File: config.mk
export PLATFORM = sky130hd
export DESIGN_NAME = mem_access_unit_flat
export DESIGN_NICKNAME = d
export VERILOG_FILES = /design/src/rtl/mem_access_unit_if.sv /design/src/rtl/mem_access_unit.sv /design/src/flat_wrapper.sv
export SDC_FILE = /design/constraint.sdc
export NUM_CORES = 1
export LEC_CHECK = 0
export CORE_UTILIZATION = 36
export DETAILED_ROUTE_END_ITERATION = 7
export HOLD_SLACK_MARGIN = 0.03
export PLACE_DENSITY = 0.79
export SYNTH_ARGS = -nofsm -noshare
export SYNTH_HDL_FRONTEND = slang
export SYNTH_SLANG_ARGS = --single-unit
File: constraint.sdc
create_clock -name clk -period 3.5 [get_ports clk]
set_input_delay 1.05 -clock clk [delete_from_list [all_inputs] [get_ports clk]]
set_output_delay 1.05 -clock clk [all_outputs]
set_load 0.01 [all_outputs]
File: src/rtl/mem_access_unit_if.sv
// Bundle between the execute/writeback datapath, the data RAM and the
// switch/LED window as seen by mem_access_unit.
interface mem_access_unit_if #(
    parameter int unsigned ADDR_WIDTH = 14
);
    logic [31:0]           ALUResult;
    logic [31:0]           ReadData2;
    logic [2:0]            funct3;
    logic                  MemRead;
    logic                  MemWrite;
    logic                  mem_stall;
    logic [31:0]           MemData;
    logic                  access_fault;
    logic [ADDR_WIDTH-1:0] ram_addr;
    logic [3:0]            ram_we;
    logic [31:0]           ram_wdata;
    logic [31:0]           ram_rdata;
    logic [15:0]           io_switch;
    logic [15:0]           io_led;

    modport master (
        output ALUResult, ReadData2, funct3, MemRead, MemWrite,
        output ram_rdata, io_switch,
        input  mem_stall, MemData, access_fault,
        input  ram_addr, ram_we, ram_wdata, io_led
    );

    modport slave (
        input  ALUResult, ReadData2, funct3, MemRead, MemWrite,
        input  ram_rdata, io_switch,
        output mem_stall, MemData, access_fault,
        output ram_addr, ram_we, ram_wdata, io_led
    );
endinterface

File: src/rtl/mem_access_unit.sv
// RV32I memory stage: RAM load/store with 1-cycle read latency,
// load formatting, access-fault detection and a switch/LED MMIO window.
module mem_access_unit #(
    parameter int unsigned ADDR_WIDTH = 14,
    parameter logic [31:0] MMIO_BASE  = 32'hFFFF_FC00
) (
    input logic              clk,
    input logic              rst,
    mem_access_unit_if.slave bus
);

    typedef enum logic [1:0] {
        IDLE,
        RD_WAIT,
        DONE
    } state_t;

    state_t      state;
    logic [31:0] load_q;
    logic [1:0]  lo_q;
    logic [2:0]  f3_q;
    logic [15:0] led_q;

    logic [31:0] addr;
    logic [2:0]  f3;
    logic [31:0] rs2;
    logic [5:0]  woff;
    logic        idle;
    logic        mmio_hit;
    logic        fault;
    logic        ld_start;
    logic        st_ram;
    logic        mmio_rd;
    logic        st_led;
    logic [31:0] mmio_raw;

    function automatic logic [31:0] fmt(
        input logic [31:0] d,
        input logic [1:0]  a,
        input logic [2:0]  f
    );
        logic [7:0]  b;
        logic [15:0] h;
        b = 8'(d >> {a, 3'b000});
        h = a[1] ? d[31:16] : d[15:0];
        unique case (f)
            3'b000:  fmt = {{24{b[7]}}, b};
            3'b001:  fmt = {{16{h[15]}}, h};
            3'b100:  fmt = {24'h0, b};
            3'b101:  fmt = {16'h0, h};
            default: fmt = d;
        endcase
    endfunction

    assign addr     = bus.ALUResult;
    assign f3       = bus.funct3;
    assign rs2      = bus.ReadData2;
    assign woff     = addr[7:2];
    // Reset gates the request path so stall drops the instant rst rises.
    assign idle     = (state == IDLE) && !rst;
    assign mmio_hit = (addr[31:8] == MMIO_BASE[31:8]);

    always_comb begin
        fault = 1'b0;
        if (idle) begin
            if (bus.MemRead && bus.MemWrite) begin
                fault = 1'b1;
            end else if (bus.MemRead) begin
                unique case (f3)
                    3'b000, 3'b100: fault = 1'b0;
                    3'b001, 3'b101: fault = addr[0];
                    3'b010:         fault = |addr[1:0];
                    default:        fault = 1'b1;
                endcase
            end else if (bus.MemWrite) begin
                unique case (f3)
                    3'b000:  fault = 1'b0;
                    3'b001:  fault = addr[0];
                    3'b010:  fault = |addr[1:0];
                    default: fault = 1'b1;
                endcase
            end
        end
    end

    assign ld_start = idle && bus.MemRead && !fault && !mmio_hit;
    assign st_ram   = idle && bus.MemWrite && !fault && !mmio_hit;
    assign mmio_rd  = idle && bus.MemRead && !fault && mmio_hit;
    assign st_led   = idle && bus.MemWrite && !fault && mmio_hit
                      && (woff == 6'd1);

    always_comb begin
        mmio_raw = 32'h0;
        unique case (1'b1)
            woff == 6'd0: mmio_raw = {16'h0, bus.io_switch};
            woff == 6'd1: mmio_raw = {16'h0, led_q};
            default:      mmio_raw = 32'h0;
        endcase
    end

    always_comb begin
        bus.ram_we = 4'b0000;
        if (st_ram) begin
            unique case (f3)
                3'b000:  bus.ram_we = 4'b0001 << addr[1:0];
                3'b001:  bus.ram_we = addr[1] ? 4'b1100 : 4'b0011;
                default: bus.ram_we = 4'b1111;
            endcase
        end
    end

    always_comb begin
        unique case (f3)
            3'b000:  bus.ram_wdata = {4{rs2[7:0]}};
            3'b001:  bus.ram_wdata = {2{rs2[15:0]}};
            default: bus.ram_wdata = rs2;
        endcase
    end

    always_comb begin
        bus.MemData = 32'h0;
        unique case (1'b1)
            state == DONE: bus.MemData = load_q;
            mmio_rd:       bus.MemData = fmt(mmio_raw, addr[1:0], f3);
            default:       bus.MemData = 32'h0;
        endcase
    end

    assign bus.ram_addr     = addr[ADDR_WIDTH+1:2];
    assign bus.mem_stall    = ld_start || ((state == RD_WAIT) && !rst);
    assign bus.access_fault = fault;
    assign bus.io_led       = led_q;

    always_ff @(posedge clk or posedge rst) begin
        if (rst) begin
            state  <= IDLE;
            load_q <= 32'h0;
            lo_q   <= 2'b00;
            f3_q   <= 3'b000;
            led_q  <= 16'h0;
        end else begin
            unique case (state)
                IDLE: begin
                    if (ld_start) begin
                        state <= RD_WAIT;
                        lo_q  <= addr[1:0];
                        f3_q  <= f3;
                    end
                end
                RD_WAIT: begin
                    load_q <= fmt(bus.ram_rdata, lo_q, f3_q);
                    state  <= DONE;
                end
                DONE:    state <= IDLE;
                default: state <= IDLE;
            endcase
            // Byte stores only reach the LED lanes that exist.
            if (st_led) begin
                if (f3 == 3'b000) begin
                    if (addr[1:0] == 2'b00) led_q[7:0] <= rs2[7:0];
                    if (addr[1:0] == 2'b01) led_q[15:8] <= rs2[7:0];
                end else begin
                    led_q <= rs2[15:0];
                end
            end
        end
    end

endmodule

File: src/flat_wrapper.sv
// flat-port wrapper written by rule: the top's interface ports become plain ports
module mem_access_unit_flat 
#(
    parameter int unsigned ADDR_WIDTH = 14,
    parameter logic [31:0] MMIO_BASE  = 32'hFFFF_FC00
)
  (clk, rst, bus_ALUResult, bus_ReadData2, bus_funct3, bus_MemRead, bus_MemWrite, bus_ram_rdata, bus_io_switch, bus_mem_stall, bus_MemData, bus_access_fault, bus_ram_addr, bus_ram_we, bus_ram_wdata, bus_io_led);
  mem_access_unit_if #(.ADDR_WIDTH(ADDR_WIDTH)) bus_i ();
  input logic clk;
  input logic rst;
  input wire logic [$bits(bus_i.ALUResult)-1:0] bus_ALUResult;
  input wire logic [$bits(bus_i.ReadData2)-1:0] bus_ReadData2;
  input wire logic [$bits(bus_i.funct3)-1:0] bus_funct3;
  input wire logic [$bits(bus_i.MemRead)-1:0] bus_MemRead;
  input wire logic [$bits(bus_i.MemWrite)-1:0] bus_MemWrite;
  input wire logic [$bits(bus_i.ram_rdata)-1:0] bus_ram_rdata;
  input wire logic [$bits(bus_i.io_switch)-1:0] bus_io_switch;
  output wire logic [$bits(bus_i.mem_stall)-1:0] bus_mem_stall;
  output wire logic [$bits(bus_i.MemData)-1:0] bus_MemData;
  output wire logic [$bits(bus_i.access_fault)-1:0] bus_access_fault;
  output wire logic [$bits(bus_i.ram_addr)-1:0] bus_ram_addr;
  output wire logic [$bits(bus_i.ram_we)-1:0] bus_ram_we;
  output wire logic [$bits(bus_i.ram_wdata)-1:0] bus_ram_wdata;
  output wire logic [$bits(bus_i.io_led)-1:0] bus_io_led;
  assign bus_i.ALUResult = bus_ALUResult;
  assign bus_i.ReadData2 = bus_ReadData2;
  assign bus_i.funct3 = bus_funct3;
  assign bus_i.MemRead = bus_MemRead;
  assign bus_i.MemWrite = bus_MemWrite;
  assign bus_i.ram_rdata = bus_ram_rdata;
  assign bus_i.io_switch = bus_io_switch;
  assign bus_mem_stall = bus_i.mem_stall;
  assign bus_MemData = bus_i.MemData;
  assign bus_access_fault = bus_i.access_fault;
  assign bus_ram_addr = bus_i.ram_addr;
  assign bus_ram_we = bus_i.ram_we;
  assign bus_ram_wdata = bus_i.ram_wdata;
  assign bus_io_led = bus_i.io_led;
  mem_access_unit #(.ADDR_WIDTH(ADDR_WIDTH), .MMIO_BASE(MMIO_BASE)) u_core (.clk(clk), .rst(rst), .bus(bus_i));
endmodule
Word-level counts from Yosys, hierarchy flattened
Cells that the tools add are included.
{"block": "classes", "eq_ne": 15, "shift": 3, "mux": 21, "n_reduce_logical": 27}
{"operator": "32-bit one-hot mux with 4 select lines", "count": 2}
{"operator": "32-bit one-hot mux with 2 select lines", "count": 2}
{"operator": "16-bit two-way mux", "count": 3}
{"operator": "16-bit one-hot mux with 2 select lines", "count": 1}
{"operator": "32-bit by 5-bit right shift with 8-bit output", "count": 1}
{"operator": "24-bit == test, second input constant", "count": 1}
{"operator": "8-bit two-way mux", "count": 2}
{"operator": "16-bit by 5-bit right shift with 8-bit output", "count": 1}
{"operator": "3-bit == test, second input constant", "count": 4}
{"operator": "1-bit logical AND", "count": 12}
{"operator": "4-bit two-way mux", "count": 2}
{"operator": "4-bit one-hot mux with 2 select lines", "count": 1}
{"operator": "3-bit by 1-bit == test with 1-bit output, second input constant", "count": 2}
{"operator": "6-bit by 1-bit == test with 1-bit output, second input constant", "count": 1}
{"operator": "3-bit logical NOT", "count": 2}
{"operator": "6-bit logical NOT", "count": 1}
{"operator": "1-bit one-hot mux with 3 select lines", "count": 2}
{"operator": "2-bit AND reduction", "count": 3}
{"operator": "2-bit OR reduction", "count": 3}
{"operator": "2-bit by 1-bit == test with 1-bit output, second input constant", "count": 2}
{"operator": "2-bit logical NOT", "count": 2}
{"operator": "1-bit two-way mux", "count": 4}
{"operator": "2-bit != test, second input constant", "count": 2}
{"operator": "2-bit one-hot mux with 2 select lines", "count": 1}
{"operator": "7 further kinds", "count": 9}
{"block": "word_totals", "register_bits": 55, "in_bits": 119, "out_inout_bits": 100, "elab_cells": 72}

Longest topological paths before layout
{"block": "logic_depth", "word_depth": 11, "mapped_depth": 7, "ltp_nobuf": 5}

Worst setup path before layout
No wires, ideal clock.
{"block": "synth_timing", "kind": "input port to output port", "from": "in bus_funct3[0]", "to": "out bus_MemData[11]", "arrival_ps": 2626, "required_ps": 2450, "slack_ps": -176, "path_stages": 5, "path_cell_list": "buf_2 -> o311ai_2 -> nand4_1 -> nor4_2 -> a221o_1"}
{"block": "synth_between", "elab_chain_cells": 10}
{"element": "start: declaration", "line": "flat_wrapper.sv:13", "source": "input wire logic [$bits(bus_i.funct3)-1:0] bus_funct3;"}
{"element": "3-bit by 2-bit == test with 1-bit output, or another cell as far along", "line": "mem_access_unit.sv:69, mem_access_unit.sv:76"}
{"element": "1-bit one-hot mux with 3 select lines / 2-bit OR reduction (equally long branches)", "line": "mem_access_unit.sv:76, mem_access_unit.sv:69"}
{"element": "1-bit two-way mux / 1-bit one-hot mux with 3 select lines (equally long branches)", "line": "mem_access_unit.sv:75, mem_access_unit.sv:69"}
{"element": "1-bit two-way mux", "line": "mem_access_unit.sv:68", "source": "end else if (bus.MemRead) begin"}
{"element": "1-bit two-way mux", "line": "mem_access_unit.sv:66", "source": "if (bus.MemRead && bus.MemWrite) begin"}
{"element": "1-bit two-way mux", "line": "mem_access_unit.sv:65", "source": "if (idle) begin"}
{"element": "1-bit logical NOT", "line": "mem_access_unit.sv:88", "source": "assign mmio_rd = idle && bus.MemRead && !fault && mmio_hit;"}
{"element": "1-bit logical AND (2 in a row)", "line": "mem_access_unit.sv:88"}
{"element": "32-bit one-hot mux with 2 select lines *", "line": "mem_access_unit.sv:122", "source": "unique case (1'b1)"}
{"element": "end: declaration", "line": "flat_wrapper.sv:19", "source": "output wire logic [$bits(bus_i.MemData)-1:0] bus_MemData;"}
Every way passes the cells marked *; elsewhere a longest branch is shown, timed or not.

Worst setup path in the final report
{"block": "layout_timing", "from": "in bus_ALUResult[9]", "to": "out bus_MemData[1]"}
{"block": "layout_between", "elab_chain_cells": 3}
{"element": "start: declaration", "line": "flat_wrapper.sv:11", "source": "input wire logic [$bits(bus_i.ALUResult)-1:0] bus_ALUResult;"}
{"element": "24-bit == test", "line": "mem_access_unit.sv:61", "source": "assign mmio_hit = (addr[31:8] == MMIO_BASE[31:8]);"}
{"element": "1-bit logical AND", "line": "mem_access_unit.sv:88"}
{"element": "32-bit one-hot mux with 2 select lines", "line": "mem_access_unit.sv:122"}
No other way between the ends.

==> impl_metrics.tcl <==
set metrics [dict create \
    status "finished, violations left" \
    violations "negative setup slack" \
    crit_path_start_kind "input port" \
    ff2ff_path_depth 6 \
    cp.required_ns 2.45 \
    power_density_nw_per_um2 312 \
    path_max_fanout 3 \
    row_count 38 \
    synth_edf_count 0 \
    synth_cell_types 51 \
    hp-class "reg -> reg" \
    path_buf_inv 3 \
    end_kind "primary output" \
    final_util 0.642 \
    p_leak_nw 3.32 \
    max_stage_delay_ns 0.62 \
    grt_util_all_layers 0.260 \
    met2_usage 0.465 \
    period_needed_ns 3.78 \
    r2r-end "u_core.bus.io_led[5]" \
    cp-endpoint "bus_MemData[1]" \
    syn_area_um2 4090 \
    drc_errors 0 \
    die-area_um2 11800 \
    reg2reg_slack_ns 1.37 \
    crit_arrival_ns 2.73 \
    die_h_um 109 \
    clock.fmax_ghz 0.265 \
    final_area_um2 7020 \
    path_clk_slew_ns 0.08 \
    hpwl_mm 11.7 \
    grt_pass1_vias 4633 \
    layout_setup_ws_ns -0.278 \
    async_flop_share 1.00 \
    cts_tree "done" \
    syn_to_final_growth_pct 71.8 \
    cts.htree.levels 2 \
    synthCells 459 \
    drv_cap 0 \
    antenna_left 0 \
    placed_area_um2 6660 \
    regToRegStartpoint "u_core.state[1]" \
    core-area_um2 10900 \
    yosys.area.top_type "dfrtp_1" \
    power.switching_mw 0.744 \
    yosys-top-cells-count "55 x dfrtp_1, 42 x nand3_1, 39 x nand2_1" \
    swShare 0.340 \
    port-buffer-count 218 \
    wl_per_cell_um 18.7 \
    relSlewSlack 0.525 \
    peakVddDrop_mv 0.209 \
    cts_buffer_depth 2 \
    seq_power_share 0.423 \
    via_per_inst 5.38 \
    n_fill_cell 907 \
    crit_type "in -> out" \
    synth_nets 578 \
    vias 4571 \
    die_x_um 109 \
    multiInputGateArea_um2 2680 \
    synth_area_per_cell_um2 8.91 \
    path_delay_family "simple AND/OR/NAND/NOR gates" \
    grt_first_pass_wirelength_mm 23.6 \
    cts-buffers-inserted 5 \
    setup.worst_path.start "bus_ALUResult[9]" \
    power.share.combinational 0.338 \
    layout.area.seq_um2 1380 \
    grt_use_met1 0.314 \
    crit_top_cell "buf_6" \
    drt_first_pass_iters 5 \
    setup_viol 30 \
    gp_congestion 0.866 \
    seq_area_frac_synth 0.337 \
    yosys-top-cells-area "dfrtp_1 34%, mux2_2 9.9%, mux2i_1 6.1%" \
    path_cells "buf_6 > nand4bb_4 > or4_4 > nor3_4 > nand2_2 > buf_4 > o21ai_4 > buf_6" \
    slew_violations 0 \
    root_buffer "clkbuf_16" \
    rsz0062_at_grt "yes" \
    cts.hold.buffers_added 0 \
    io_pins 219 \
    synth_most_common_cell "dfrtp_1" \
    drive_above_1_share 0.355 \
    tns_ns -6.00 \
    final_nets 826 \
    yosysTopAreaCellShare 0.337 \
    ys_ff_latch 55 \
    pwr-share-clk 0.239 \
    hold_viol_final 0 \
    clk_latency_ns 0.30 \
    crit_cells 8 \
    grt_max_degree 56 \
    cts.sinks 55 \
    antenna_found_initial 1 \
    tightest_slew_ns 0.712 \
    initial_core_util 0.374 \
    internal-power_mw 1.45 \
    dr.first_iter.drc_count 205 \
    grt.busiest_layer "met2" \
    post-route-period-util 1.08 \
    routed_wl_mm 15.9 \
    overflow 0 \
    skew_ns 0.00705 \
    slowest_stage "or4_4" \
    yosysWarnings 0 \
    synthFlopType "dfrtp_1" \
    met3_usage 0.0482 \
]
==> how the worst min path moves through the flow <==
stage	end	cells after the start	startpoint
global route	u_core.load_q[29]	2	u_core.load_q[29]
finish	u_core.load_q[30]	2	u_core.load_q[30]
CTS	u_core.load_q[30]	2	u_core.load_q[30]
global placement	u_core.load_q[29]	2	u_core.load_q[29]
detailed placement	u_core.load_q[30]	2	u_core.load_q[30]
floorplan	u_core.load_q[0]	2	u_core.load_q[0]
==> sequential cells by signal, indices dropped and copies added (netlist names) <==
| name | count |
|---|---|
| u_core.bus.io_led | 16 |
| u_core.lo_q | 2 |
| u_core.f3_q | 3 |
| u_core.load_q | 32 |
| u_core.state | 2 |
==> timing repair <==
item | in CTS | in global routing
endpoints found under the setup margin | 62 | 48
gates cloned | 2 | 0
resized for setup | 340 | 53
buffers inserted | 17 | 6
pin swaps | 30 | 19
endpoints found under the hold margin | 0 | 0
==> layer usage <==
metal / wire (um) / share of wire
met5: 0 / 0
met4: 363 / 0.023
met3: 1140 / 0.072
met2: 8220 / 0.52
met1: 6190 / 0.39
==> metrics by stage <==
stage                     std cells  setup slack [ns]  hold WS [ns]  power, mW
after floorplan                 459            -0.105         0.450       1.27
after global placement          819             -1.10         0.478       1.64
after detailed placement        819             -1.13         0.484       1.66
after CTS                       846            -0.238         0.502       2.18
after global routing            849            -0.296         0.531       2.31
final                           849            -0.278         0.501       2.19
==> worst reg2reg max path, stage by stage, from the launching register on <==
cell and delay (ns):
dfrtp_1 0.45, nor3_2 0.24, buf_4 0.16, o2111ai_1 0.13, or4b_1 0.50, buf_4 0.22, mux2_4 0.32
==> placed cells by master (no fill, tap or decap), drive strengths merged, types with 11 or more instances in the layout <==
| master | count |
|---|---|
| dlygate4sd2 | 26 |
| nand3 | 42 |
| nor2 | 26 |
| nand2 | 40 |
| nand4 | 11 |
| a21o | 18 |
| mux2i | 25 |
| nand2b | 13 |
| mux2 | 44 |
| buf | 140 |
| o21ai | 27 |
| dfrtp | 55 |
| clkdlybuf4s50 | 116 |
| a21oi | 38 |
==> area by class of cell <==
cell class	instances	area share
multi-input cells	343	0.382
well taps	140	0.0249
flip-flops and latches	55	0.196
clock buffers	5	0.0178
inverters	5	0.00321
repair buffers	297	0.371
diodes	1	0.000356
clock inverters	3	0.00410
==> kinds of logic (layout without fill, tap and decap cells) <==
group / count (synthesis) / after routing / synth area share
mux: 70 / 70 / 0.195
flops: 55 / 55 / 0.337
other cells: 0 / 1 / 0
compound gates: 110 / 110 / 0.174
buf+inv: 61 / 310 / 0.0790
simple gates: 163 / 163 / 0.215
==> power by group through the flow <==
stage	sequential (mW)	clock [mW]	combinational (mW)
2_1_floorplan	0.844	0	0.428
3_3_place_gp	0.918	0	0.719
3_5_place_dp	0.925	0	0.737
4_1_cts	0.916	0.534	0.730
5_1_grt	0.943	0.560	0.811
6_report	0.926	0.525	0.740
Note: power is estimated with default switching activity, not from simulation.
